--- config.mk ---
export PLATFORM = sky130hd
export DESIGN_NAME = stop_watch_disp_mux
export DESIGN_NICKNAME = d
export VERILOG_FILES = /design/src/rtl/stop_watch_disp_pkg.sv /design/src/rtl/stop_watch_disp_mux_bcd_to_sseg.sv /design/src/rtl/stop_watch_disp_mux.sv
export SDC_FILE = /design/constraint.sdc
export NUM_CORES = 1
export LEC_CHECK = 0
export ABC_CLOCK_PERIOD_IN_PS = 1510
export BUFFER_PORTS_ARGS = -buffer_cell sky130_fd_sc_hd__buf_2
export CORE_UTILIZATION = 43
export DETAILED_ROUTE_END_ITERATION = 6
export GPL_TIMING_DRIVEN = 1
export PLACE_DENSITY = 0.72
export RECOVER_POWER = 100
export SLEW_MARGIN = 40
export SYNTH_ARGS = -nofsm -noshare
export SYNTH_HDL_FRONTEND = slang
export SYNTH_SLANG_ARGS = --single-unit
--- constraint.sdc ---
create_clock -name clk -period 1.51 [get_ports clk]
set_input_delay 0.151 -clock clk [delete_from_list [all_inputs] [get_ports clk]]
set_output_delay 0.151 -clock clk [all_outputs]
set_load 0.005 [all_outputs]
--- src/rtl/stop_watch_disp_pkg.sv ---
// Shared constants for the stopwatch display multiplexer: segment patterns,
// digit-enable codes and the refresh slot encoding.
package stop_watch_disp_pkg;

  // Segment bus is {dp,g,f,e,d,c,b,a}, active-low.
  localparam logic [7:0] SEG_BLANK = 8'hFF;
  localparam logic [6:0] SEG_DASH  = 7'b0111111;

  // Digit enables, active-low.
  localparam logic [3:0] AN_OFF = 4'b1111;
  localparam logic [3:0] AN_D0  = 4'b1110;
  localparam logic [3:0] AN_D1  = 4'b1101;
  localparam logic [3:0] AN_D2  = 4'b1011;

  // Refresh slot taken from the top two bits of the refresh counter.
  typedef enum logic [1:0] {
    SLOT_D0 = 2'b00,
    SLOT_D1 = 2'b01,
    SLOT_D2 = 2'b10,
    SLOT_D3 = 2'b11
  } slot_e;

endpackage

--- src/rtl/stop_watch_disp_mux_bcd_to_sseg.sv ---
// BCD to active-low 7-segment decoder {g,f,e,d,c,b,a}.
// Codes 10-15 are not valid BCD and are shown as a dash (only g lit).
module bcd_to_sseg
  import stop_watch_disp_pkg::*;
(
  input  logic [3:0] bcd,
  output logic [6:0] seg
);

  // Digit pattern lookup; anything outside 0-9 falls through to the dash.
  always_comb begin
    seg = SEG_DASH;
    case (bcd)
      4'd0:    seg = 7'b1000000;
      4'd1:    seg = 7'b1111001;
      4'd2:    seg = 7'b0100100;
      4'd3:    seg = 7'b0110000;
      4'd4:    seg = 7'b0011001;
      4'd5:    seg = 7'b0010010;
      4'd6:    seg = 7'b0000010;
      4'd7:    seg = 7'b1111000;
      4'd8:    seg = 7'b0000000;
      4'd9:    seg = 7'b0010000;
      default: seg = SEG_DASH;
    endcase
  end

endmodule

--- src/rtl/stop_watch_disp_mux.sv ---
// Time-multiplexed 4-digit 7-segment driver for the BCD stopwatch.
// Shows "d2 d1 . d0"; digits are snapshotted at the end of each refresh
// frame so a frame never mixes old and new values. d2 is blanked when zero
// and the fourth digit is always dark.
// Optional feature macro STOP_WATCH_DISP_BLINK_EN: blink the whole display
// while the stopwatch is paused (go==0). Without it, go is ignored.
module stop_watch_disp_mux
  import stop_watch_disp_pkg::*;
#(
  parameter int N       = 18,
  parameter int BLINK_B = 24
) (
  input  logic       clk,
  input  logic       reset_n,
  input  logic [3:0] d2,
  input  logic [3:0] d1,
  input  logic [3:0] d0,
  input  logic       go,
  output logic [3:0] an,
  output logic [7:0] sseg
);

  localparam logic [N-1:0] Q_ONE = {{(N-1){1'b0}}, 1'b1};
  localparam logic [N-1:0] Q_MAX = {N{1'b1}};

  logic [N-1:0] q_q, q_d;
  logic [3:0]   s2_q, s2_d, s1_q, s1_d, s0_q, s0_d;
  logic [3:0]   an_q, an_d;
  logic [7:0]   sseg_q, sseg_d;

  slot_e        sel_s;
  logic [3:0]   digit_s;
  logic [6:0]   seg_s;
  logic         dp_s;
  logic [3:0]   an_sel_s;
  logic         blank_s;
  logic         blink_s;

  // Refresh counter advance and end-of-frame digit snapshot.
  always_comb begin
    q_d  = q_q + Q_ONE;
    s2_d = s2_q;
    s1_d = s1_q;
    s0_d = s0_q;
    if (q_q == Q_MAX) begin
      s2_d = d2;
      s1_d = d1;
      s0_d = d0;
    end else begin
      s2_d = s2_q;
      s1_d = s1_q;
      s0_d = s0_q;
    end
  end

  assign sel_s = slot_e'(q_q[N-1:N-2]);

  // Pick the snapshot digit, its enable and decimal point for the current slot.
  always_comb begin
    digit_s  = 4'd0;
    dp_s     = 1'b1;
    an_sel_s = AN_OFF;
    blank_s  = 1'b1;
    case (sel_s)
      SLOT_D0: begin
        digit_s  = s0_q;
        an_sel_s = AN_D0;
        blank_s  = 1'b0;
      end
      SLOT_D1: begin
        digit_s  = s1_q;
        an_sel_s = AN_D1;
        dp_s     = 1'b0;
        blank_s  = 1'b0;
      end
      SLOT_D2: begin
        digit_s  = s2_q;
        an_sel_s = AN_D2;
        blank_s  = (s2_q == 4'd0);
      end
      SLOT_D3: begin
        blank_s  = 1'b1;
      end
      default: begin
        blank_s  = 1'b1;
      end
    endcase
  end

  bcd_to_sseg u_dec (
    .bcd (digit_s),
    .seg (seg_s)
  );

`ifdef STOP_WATCH_DISP_BLINK_EN
  logic [BLINK_B-1:0] bc_q, bc_d;

  // Free-running blink timebase.
  always_comb begin
    bc_d = bc_q + {{(BLINK_B-1){1'b0}}, 1'b1};
  end

  // Blink timebase register.
  always_ff @(posedge clk or negedge reset_n) begin
    if (!reset_n) begin
      bc_q <= '0;
    end else begin
      bc_q <= bc_d;
    end
  end

  assign blink_s = ~go & bc_q[BLINK_B-1];
`else
  logic unused_go_s;
  assign unused_go_s = go & (BLINK_B > 0);
  assign blink_s     = 1'b0;
`endif

  // Final output selection: blanked slots and blink phase force all segments off.
  always_comb begin
    an_d   = AN_OFF;
    sseg_d = SEG_BLANK;
    if (blank_s || blink_s) begin
      an_d   = AN_OFF;
      sseg_d = SEG_BLANK;
    end else begin
      an_d   = an_sel_s;
      sseg_d = {dp_s, seg_s};
    end
  end

  // State and output registers; reset shows a dark display.
  always_ff @(posedge clk or negedge reset_n) begin
    if (!reset_n) begin
      q_q    <= '0;
      s2_q   <= 4'd0;
      s1_q   <= 4'd0;
      s0_q   <= 4'd0;
      an_q   <= AN_OFF;
      sseg_q <= SEG_BLANK;
    end else begin
      q_q    <= q_d;
      s2_q   <= s2_d;
      s1_q   <= s1_d;
      s0_q   <= s0_d;
      an_q   <= an_d;
      sseg_q <= sseg_d;
    end
  end

  assign an   = an_q;
  assign sseg = sseg_q;

endmodule

## Word-level counts from Yosys, hierarchy flattened

Memory sizes are Yosys's and may differ from the RTL's.
Index checks and enable logic that the tools add are counted.

| cells by class | value |
|---|---|
| add/sub/neg operators | 1 |
| $mul | 0 |
| divide/modulo/power cells | 0 |
| order comparisons | 0 |
| equal/unequal tests | 4 |
| shift operators | 0 |
| multiplexer cells | 6 |
| bitwise logic cells | 0 |
| reduce and logical (&&, ||, !) cells | 3 |

Operators by type and width:

| operator | number |
|---|---|
| $add 18x1->18 const B | 1 |
| $eq 18x18->1 const B | 1 |
| $pmux 4 s3 | 1 |
| $pmux 3 s3 | 1 |
| $mux 8 | 1 |
| $eq 2x2->1 const B | 2 |
| $logic_not 4->1 | 1 |
| $mux 4 | 1 |
| $pmux 1 s3 | 1 |
| $eq 2x1->1 const B | 1 |
| $logic_not 2->1 | 1 |
| $reduce_or 2->1 | 1 |
| $mux 1 | 1 |

| word-level totals | value |
|---|---|
| register bits | 42 |
| bits in latches | 0 |
| bits in writable memories | 0 |
| bits in read-only memories | 112 |
| input port bits | 15 |
| output and inout bits | 12 |
| memories kept | 1 |

Memories:

| memory | depth | width | read ports | clocked after memory_dff | wr ports | line | RTL |
|---|---|---|---|---|---|---|---|
| (name not given) | 16 | 7 | 1 | 0 | 0 | stop_watch_disp_mux_bcd_to_sseg.sv:13 | `case (bcd)` |

## Logic depth before layout (Yosys ltp)

Gate-level depths: netlist of run 1.

| logic depth | value |
|---|---|
| depth after elaboration | 4 |
| depth in mapped cells | 7 |
| mapped depth without buffers | 6 |

## Hierarchy

A second synthesis of run 1 with hierarchy kept.

| unflattened totals | value |
|---|---|
| cells, all modules | 162 |
| area, all modules | 1920.6 µm² |

Modules (own cells, without submodules):

| module | times used | cells an instance | area each (µm²) | sequential area each (µm²) |
|---|---|---|---|---|
| stop_watch_disp_mux | 1 | 131 | 1690.4 | 1013.5 |
| bcd_to_sseg | 1 | 31 | 230.2 | 0.0 |

## Least setup slack after synthesis of run 1

Ideal clock, no wire load.

| timing | value |
|---|---|
| path type | reg-to-reg |
| start | register q_q[16] |
| end | register sseg_q[5], in the netlist sseg[5] |
| library setup time | 77 ps |
| arrival time | 1599 ps |
| setup slack | -166 ps |
| cell stages (with the launch flop) | 8 |
| clock period less this slack | 1676 ps |
| path through | dfrtp_1 > buf_4 > mux2i_1 > o2bb2ai_1 > inv_1 > ha_1 > nand2b_1 > a31oi_1 |

| on the way | value |
|---|---|
| longest elaborated chain between the ends | 4 |
| elaborated cells between the ends (all ways) | 9 |
| classes of those cells | eq/ne (3); mux (3); reduce/logical (2); memory (1) |

RTL lines:

| element | line | RTL |
|---|---|---|
| start, declared | stop_watch_disp_mux.sv:26 | `logic [N-1:0] q_q, q_d;` |
| start signal, assigned | stop_watch_disp_mux.sv:142 | `q_q <= q_d;` |
| $eq 2x2->1, or another cell as far along | stop_watch_disp_mux.sv:64 | `case (sel_s)` |
| $pmux 4 s3 or $reduce_or 2->1 (tied branches) | -- |  |
| $mem_v2 16x7 or $pmux 1 s3 (tied branches) | -- |  |
| $mux 8 (*) | stop_watch_disp_mux.sv:123 | `if (blank_s \|\| blink_s) begin` |
| net sseg_d[5] | stop_watch_disp_mux.sv:29 | `logic [7:0] sseg_q, sseg_d;` |
| end signal, assigned | stop_watch_disp_mux.sv:147 | `sseg_q <= sseg_d;` |
| end, declared | stop_watch_disp_mux.sv:29 |  |

Mark *: on every way through the listed nets, which the timed path passes. The rest lies on a longest branch.
A chain may end at the register's enable or synchronous reset.

## Worst setup path in the final report of run 1

| timing | value |
|---|---|
| start | register q_q[16] |
| end | register sseg_q[4], in the netlist sseg[4] |

The elaborated chain is that of the path after synthesis.

==> impl_metrics.ini, run 1 <==
[drt]
drc = 0
wirelength_mm = 4.19
drt_iter0_drc = 68
vias_per_cell = 5.13
vias = 1354
wl_per_cell_um = 15.9
ant_nets = 0
firstDrtPassIters = 4

[timing]
fmax_ghz = 0.624
fin_setup_tns_ns = -0.504
fin_crit_ns = 1.60
fin_worst_skew_ns = 0.0147
finalWorstSetupSlack_ns = -0.0933
finalSetupViolations = 17
rsz0062_at_grt = yes
worst_pin_slew_ns = 0.589
fin_crit_sh_pct = 106
maxSlewHeadroom_pct = 60.7
final-max-slew-violation-count = 0
hold_violations = 0

[critical_path]
r2r_setup_slack_ns = -0.09
arrival_ns = 1.81
critPathMaxFanout = 7
r2r-end = sseg[4]
endpoint_kind = flop
reg2regPathDepth = 4
startpoint_type = flop
r2r-start = q_q[16]
required_ns = 1.72
path_class = reg2reg

[power]
clock_power_share_pct = 35.2
power_mw = 2.07
switchingPower_mw = 0.474
leakage_nw = 1.31
combPwrFrac_pct = 10.0
cellPowerDensity_nw_per_um2 = 772
netSwitchingFraction_pct = 22.9
intPower_mw = 1.60
p_seq_share_pct = 54.8
peakVddDrop_mv = 0.557

[global_routing]
grt_pass1_wl_mm = 5.98
antenna_found_initial = 0
grt_max_degree = 25
grtUsageTotal_pct = 17.9
gr-total-overflow = 0
grt_pass1_vias = 1342

[logic_synthesis]
synth_seq_cells = 40
synth_cell_type_count = 35
synth_warnings = 0
syn_area_um2 = 1870
synth_fp_nets = 165
syn_avg_cell_area_um2 = 13.0
syn_inst = 144
seq_area_frac_synth_pct = 54.1

[floorplan]
fp.dieArea_um2 = 4620
ios = 27
start_util_pct = 45.8
rows = 23
die_h_um = 68
fp.coreArea_um2 = 4090
die_width_um = 68

[hold_path]
worstHoldStart = d2[0]
hold_depth = 2
hp-class = in2reg
hold_path_end = s2_q[0]

[clock_tree]
cts_tree = done
clock-sinks = 40
path_clk_slew_ns = 0.08
clk-insertion-delay-late_ns = 0.30
clockBufferDepth = 2
cts_made_buffers = 5
cts_root_buf = clkbuf_8
htree_levels = 2

[final_layout]
seq_area_um2 = 1010
fillers = 273
finalNetCount = 234
multi_input_comb_area_um2 = 1010
diodes = 0
utilization_pct = 65.6
area_growth_pct = 43.1
drive_gt1_share_pct = 62.1

[placed_design]
preCtsSetupSlack_ns = -0.157
gp_congestion = 0.820
io_buffers = 24
hpwl_mm = 2.64

[flow_run]
drv_cap = 0

[outcome]
outcome = finished, violations left
violations = negative setup slack
==> flip-flops by register name, indices dropped and copies added, names as in the netlist <==
signal	count
s1_q	4
s0_q	4
an	3
q_q	18
sseg	7
s2_q	4
==> critical path: stages (launching register included) <==
cell and delay, ns:
dfrtp_2 0.48, mux2i_2 0.32, a2bb2oi_2 0.23, mux2_4 0.33, a32oi_1 0.17
==> through the flow <==
step | hold WS [ns] | cell area (um^2) | instances
6_report | 0.0788 | 2680 | 264
5_1_grt | 0.0690 | 2680 | 264
4_1_cts | 0.0836 | 2500 | 259
3_5_place_dp | 0.154 | 2300 | 247
3_3_place_gp | 0.140 | 2300 | 247
2_1_floorplan | -0.145 | 1900 | 144
==> cell usage after synthesis <==
cell type / n / area [um^2]
xor2_1: 4 / 35.0
nor3_1: 1 / 5.00
mux2_2: 3 / 33.8
a2bb2oi_1: 1 / 8.76
xnor2_1: 12 / 105
o21ai_0: 3 / 15.0
buf_6: 1 / 11.3
nand4_1: 2 / 12.5
a2bb2oi_2: 1 / 15.0
nor2b_1: 2 / 12.5
dfstp_2: 10 / 263
ha_1: 6 / 75.1
o2bb2ai_1: 3 / 26.3
inv_1: 4 / 15.0
a21oi_1: 5 / 25.0
nor4_1: 1 / 6.26
and3_1: 2 / 12.5
mux2_4: 10 / 150
nor3b_2: 1 / 12.5
nor3_4: 1 / 16.3
nand3_2: 1 / 10.0
buf_4: 4 / 30.0
dfrtp_1: 30 / 751
and4_1: 1 / 8.76
or2_2: 2 / 12.5
a31oi_1: 1 / 6.26
and3_2: 1 / 7.51
nor2_1: 4 / 15.0
conb_1: 1 / 3.75
nand3_1: 6 / 30.0
mux2i_1: 6 / 60.1
nand4_2: 2 / 25.0
nand2b_1: 3 / 18.8
a32oi_1: 1 / 8.76
nand2_1: 8 / 30.0
==> worst max path at each step <==
| stage | from | slack [ns] | to | cells past startpoint |
|---|---|---|---|---|
| after floorplan | q_q[17] | -0.07 | sseg[5] | 6 |
| after global placement | q_q[16] | -0.06 | sseg[4] | 6 |
| after detailed placement | q_q[16] | -0.16 | sseg[4] | 5 |
| after CTS | q_q[16] | -0.06 | sseg[4] | 6 |
| after global routing | q_q[16] | -0.14 | sseg[5] | 7 |
| final | q_q[16] | -0.09 | sseg[4] | 4 |
==> kinds of logic (layout without fill, tap and decap cells) <==
logic type	Yosys count	count (layout)	synth area share, %
AND/OR/NAND/NOR	38	38	12.6
AO/OA/AOI/OAI	15	15	5.61
other	1	1	0.200
XOR/XNOR	16	16	7.48
flip-flops	40	40	54.1
multiplexers	19	19	13.0
buffers and inverters	9	79	3.01
adder cells (fa/ha/maj)	6	6	4.01
==> layer usage <==
layer	routed length [um]	part of all wire, %	track usage, %	vias to the layer above
met3	205	4.9	3.83	8
met4	73	1.7	9.38	0
li1	-	-	-	634
met1	1720	41	22.0	670
met2	2190	52	29.2	42
met5	0	0	0	-
==> layout make-up <==
type / instances / share of cell area (%)
sequential: 40 / 37.9
inverter: 4 / 0.560
timing repair buffer: 67 / 18.0
clock buffer: 8 / 3.36
multi-input combinational: 95 / 37.9
tap: 50 / 2.33
==> what timing repair did <==
| action | 4_1_cts | 5_1_grt |
|---|---|---|
| gates cloned | 0 | 1 |
| hold endpoints to repair | 12 | 0 |
| setup buffers | 3 | 4 |
| hold buffers | 1 | 0 |
| setup endpoints to repair | 19 | 20 |
| gates resized for setup | 19 | 26 |
| pin swaps | 6 | 9 |
==> power groups by stage <==
| stage | combinational (mW) | clock (mW) | sequential, mW |
|---|---|---|---|
| detailed placement | 0.163 | 0 | 1.15 |
| global placement | 0.155 | 0 | 1.15 |
| finish | 0.206 | 0.729 | 1.13 |
| CTS | 0.185 | 0.726 | 1.13 |
| global route | 0.224 | 0.802 | 1.14 |
| floorplan | 0.0733 | 0 | 1.15 |
==> layout by cell type (no fill, tap or decap), drive strengths merged, types with 2 or more instances in the layout <==
cell type | Yosys | layout
nand2b | 3 | 3
o2bb2ai | 3 | 3
nor2 | 4 | 4
a2bb2oi | 2 | 2
nand2 | 8 | 8
dfstp | 10 | 10
dfrtp | 30 | 30
nand4 | 4 | 4
ha | 6 | 6
nor2b | 2 | 2
mux2 | 13 | 13
inv | 4 | 4
nand3 | 7 | 7
or2 | 2 | 2
clkbuf | 0 | 13
nor3 | 2 | 2
and3 | 3 | 3
o21ai | 3 | 3
xnor2 | 12 | 12
mux2i | 6 | 6
buf | 5 | 61
xor2 | 4 | 4
a21oi | 5 | 5
No activity file was read; power rests on OpenSTA's default activity.
==> inputs of run 2 (changes only) <==
--- a/config.mk
+++ b/config.mk
@@ -8,11 +8,11 @@
 export ABC_CLOCK_PERIOD_IN_PS = 1510
 export BUFFER_PORTS_ARGS = -buffer_cell sky130_fd_sc_hd__buf_2
 export CORE_UTILIZATION = 43
+export CTS_BUF_LIST = sky130_fd_sc_hd__clkbuf_8
 export DETAILED_ROUTE_END_ITERATION = 6
 export GPL_TIMING_DRIVEN = 1
 export PLACE_DENSITY = 0.72
-export RECOVER_POWER = 100
-export SLEW_MARGIN = 40
+export SLEW_MARGIN = 20
 export SYNTH_ARGS = -nofsm -noshare
 export SYNTH_HDL_FRONTEND = slang
 export SYNTH_SLANG_ARGS = --single-unit
==> impl_metrics.ini, run 2 (synthesis gave the netlist of run 1 again) <==
[outcome]
outcome = finished, violations left
violations = negative setup slack

[placed_design]
hpwl_mm = 2.64
dp_cells = 247
gp_congestion = 0.820
io_buffers = 24

[timing]
fin_setup_tns_ns = -0.913
maxSlewHeadroom_pct = 64.8
finalSetupViolations = 17
fin_crit_ns = 1.64
rsz0062_at_grt = yes
fmax_ghz = 0.610
worst_pin_slew_ns = 0.528
hold_violations = 0
final-max-slew-violation-count = 0
fin_crit_sh_pct = 109
fin_worst_skew_ns = 0.00811
finalWorstSetupSlack_ns = -0.129
whs_ns = 0.0795

[final_layout]
finalNetCount = 235
top_register = q_q
drive_gt1_share_pct = 61.9
diodes = 0
most-common-layout-cells = buf_4 (39), dfrtp_1 (29), buf_2 (24), xnor2_1 (12), mux2_4 (11)
largest_reg_flops = 18
area_growth_pct = 44.1
final_common_cell = buf_4
fillers = 265
utilization_pct = 66.0
final_cells = 265

[floorplan]
rows = 23
die_width_um = 68
fp.dieArea_um2 = 4620
start_util_pct = 45.8
fp.coreArea_um2 = 4090
ios = 27
die_h_um = 68

[clock_tree]
clockBufferDepth = 2
cts_root_buf = clkbuf_8
clk-insertion-delay-late_ns = 0.30
cts_tree = done
clock-sinks = 40
cts_made_buffers = 5
htree_levels = 2
path_clk_slew_ns = 0.08

[power]
switchingPower_mw = 0.473
netSwitchingFraction_pct = 23.0
cellPowerDensity_nw_per_um2 = 762
leakage_nw = 1.32
peakVddDrop_mv = 0.661
clock_power_share_pct = 34.7
power_mw = 2.06
p_seq_share_pct = 55.2
combPwrFrac_pct = 10.1
intPower_mw = 1.58

[global_routing]
grt_pass1_wl_mm = 6.20
grt_pass1_vias = 1371
grtUsageTotal_pct = 18.8
grt_max_degree = 25
gr-total-overflow = 0
antenna_found_initial = 0

[critical_path]
required_ns = 1.72
arrival_ns = 1.85
path_class = reg2reg
startpoint_type = flop
endpoint_kind = flop
critPathMaxFanout = 7

[hold_path]
hp-class = in2reg

[drt]
wl_per_cell_um = 15.6
drc = 0
vias = 1346
vias_per_cell = 5.08
firstDrtPassIters = 4
ant_nets = 0
wirelength_mm = 4.15
drt_iter0_drc = 52

[flow_run]
drv_cap = 0
-- run 2: cell types whose count changed in the layout (fill, tap and decap cells not counted), sizes merged --
| cell | before | now |
|---|---|---|
| clkbuf | 13 | 7 |
| inv | 4 | 6 |
| buf | 61 | 66 |
-- run 2: worst paths after layout --
kind                            depth (start not counted)  slack, ns       to     from
max in group asynchronous                               3       0.59  s1_q[1]  reset_n
worst max register to register                          5      -0.13  sseg[4]  q_q[16]
min in group asynchronous                               2       0.36   q_q[6]  reset_n
worst min register to register                          1       0.50  q_q[15]  q_q[15]
worst max-delay path                                    5      -0.13  sseg[4]  q_q[16]
worst min-delay path                                    2       0.08  s2_q[3]    d2[3]
-- run 2: metal layers --
| metal | share of wire, % | routed length [um] | up-vias | track usage, % |
|---|---|---|---|---|
| met4 | 1.8 | 76 | 0 | 8.33 |
| met5 | 0 | 0 | - | 0 |
| li1 | - | - | 632 | - |
| met1 | 42 | 1750 | 673 | 22.7 |
| met2 | 52 | 2160 | 32 | 30.5 |
| met3 | 3.9 | 162 | 9 | 5.83 |
-- run 2: what timing repair did --
| item | CTS | global route |
|---|---|---|
| endpoints found under the hold margin | 12 | 0 |
| pin swaps | 8 | 2 |
| gates cloned | 0 | 1 |
| hold buffers | 1 | 0 |
| endpoints found under the setup margin | 19 | 20 |
| gates resized for setup | 30 | 10 |
| setup buffers | 5 | 3 |
-- run 2: stage by stage --
step	cell area, um^2	worst slack, ns
3_3_place_gp	2300	-0.0633
6_report	2700	-0.129
2_1_floorplan	1900	-0.0660
3_5_place_dp	2300	-0.157
5_1_grt	2700	-0.186
4_1_cts	2590	-0.0682
-- run 2: final cells by class --
class                           count  area, um^2  share of cell area [%]
Clock buffer                        6        82.6                    3.06
Clock inverter                      2        7.51                   0.278
Inverter                            4        15.0                   0.556
Multi-Input combinational cell     95        1030                    38.0
Sequential cell                    40        1010                    37.6
Tap cell                           50        62.6                    2.32
Timing Repair Buffer               68         490                    18.2
-- run 2: power by group through the flow --
stage / Combinational [mW] / Clock [mW] / Sequential (mW)
2_1_floorplan: 0.0733 / 0 / 1.15
3_3_place_gp: 0.155 / 0 / 1.15
3_5_place_dp: 0.163 / 0 / 1.15
4_1_cts: 0.203 / 0.714 / 1.13
5_1_grt: 0.225 / 0.770 / 1.14
6_report: 0.208 / 0.715 / 1.13
-- run 2: worst max-delay path, cell delays in order (launching register included) --
cell       delay [ns]
dfrtp_2          0.49
mux2i_2          0.33
o2bb2ai_4        0.12
ha_4             0.17
mux2_4           0.27
a32oi_1          0.17
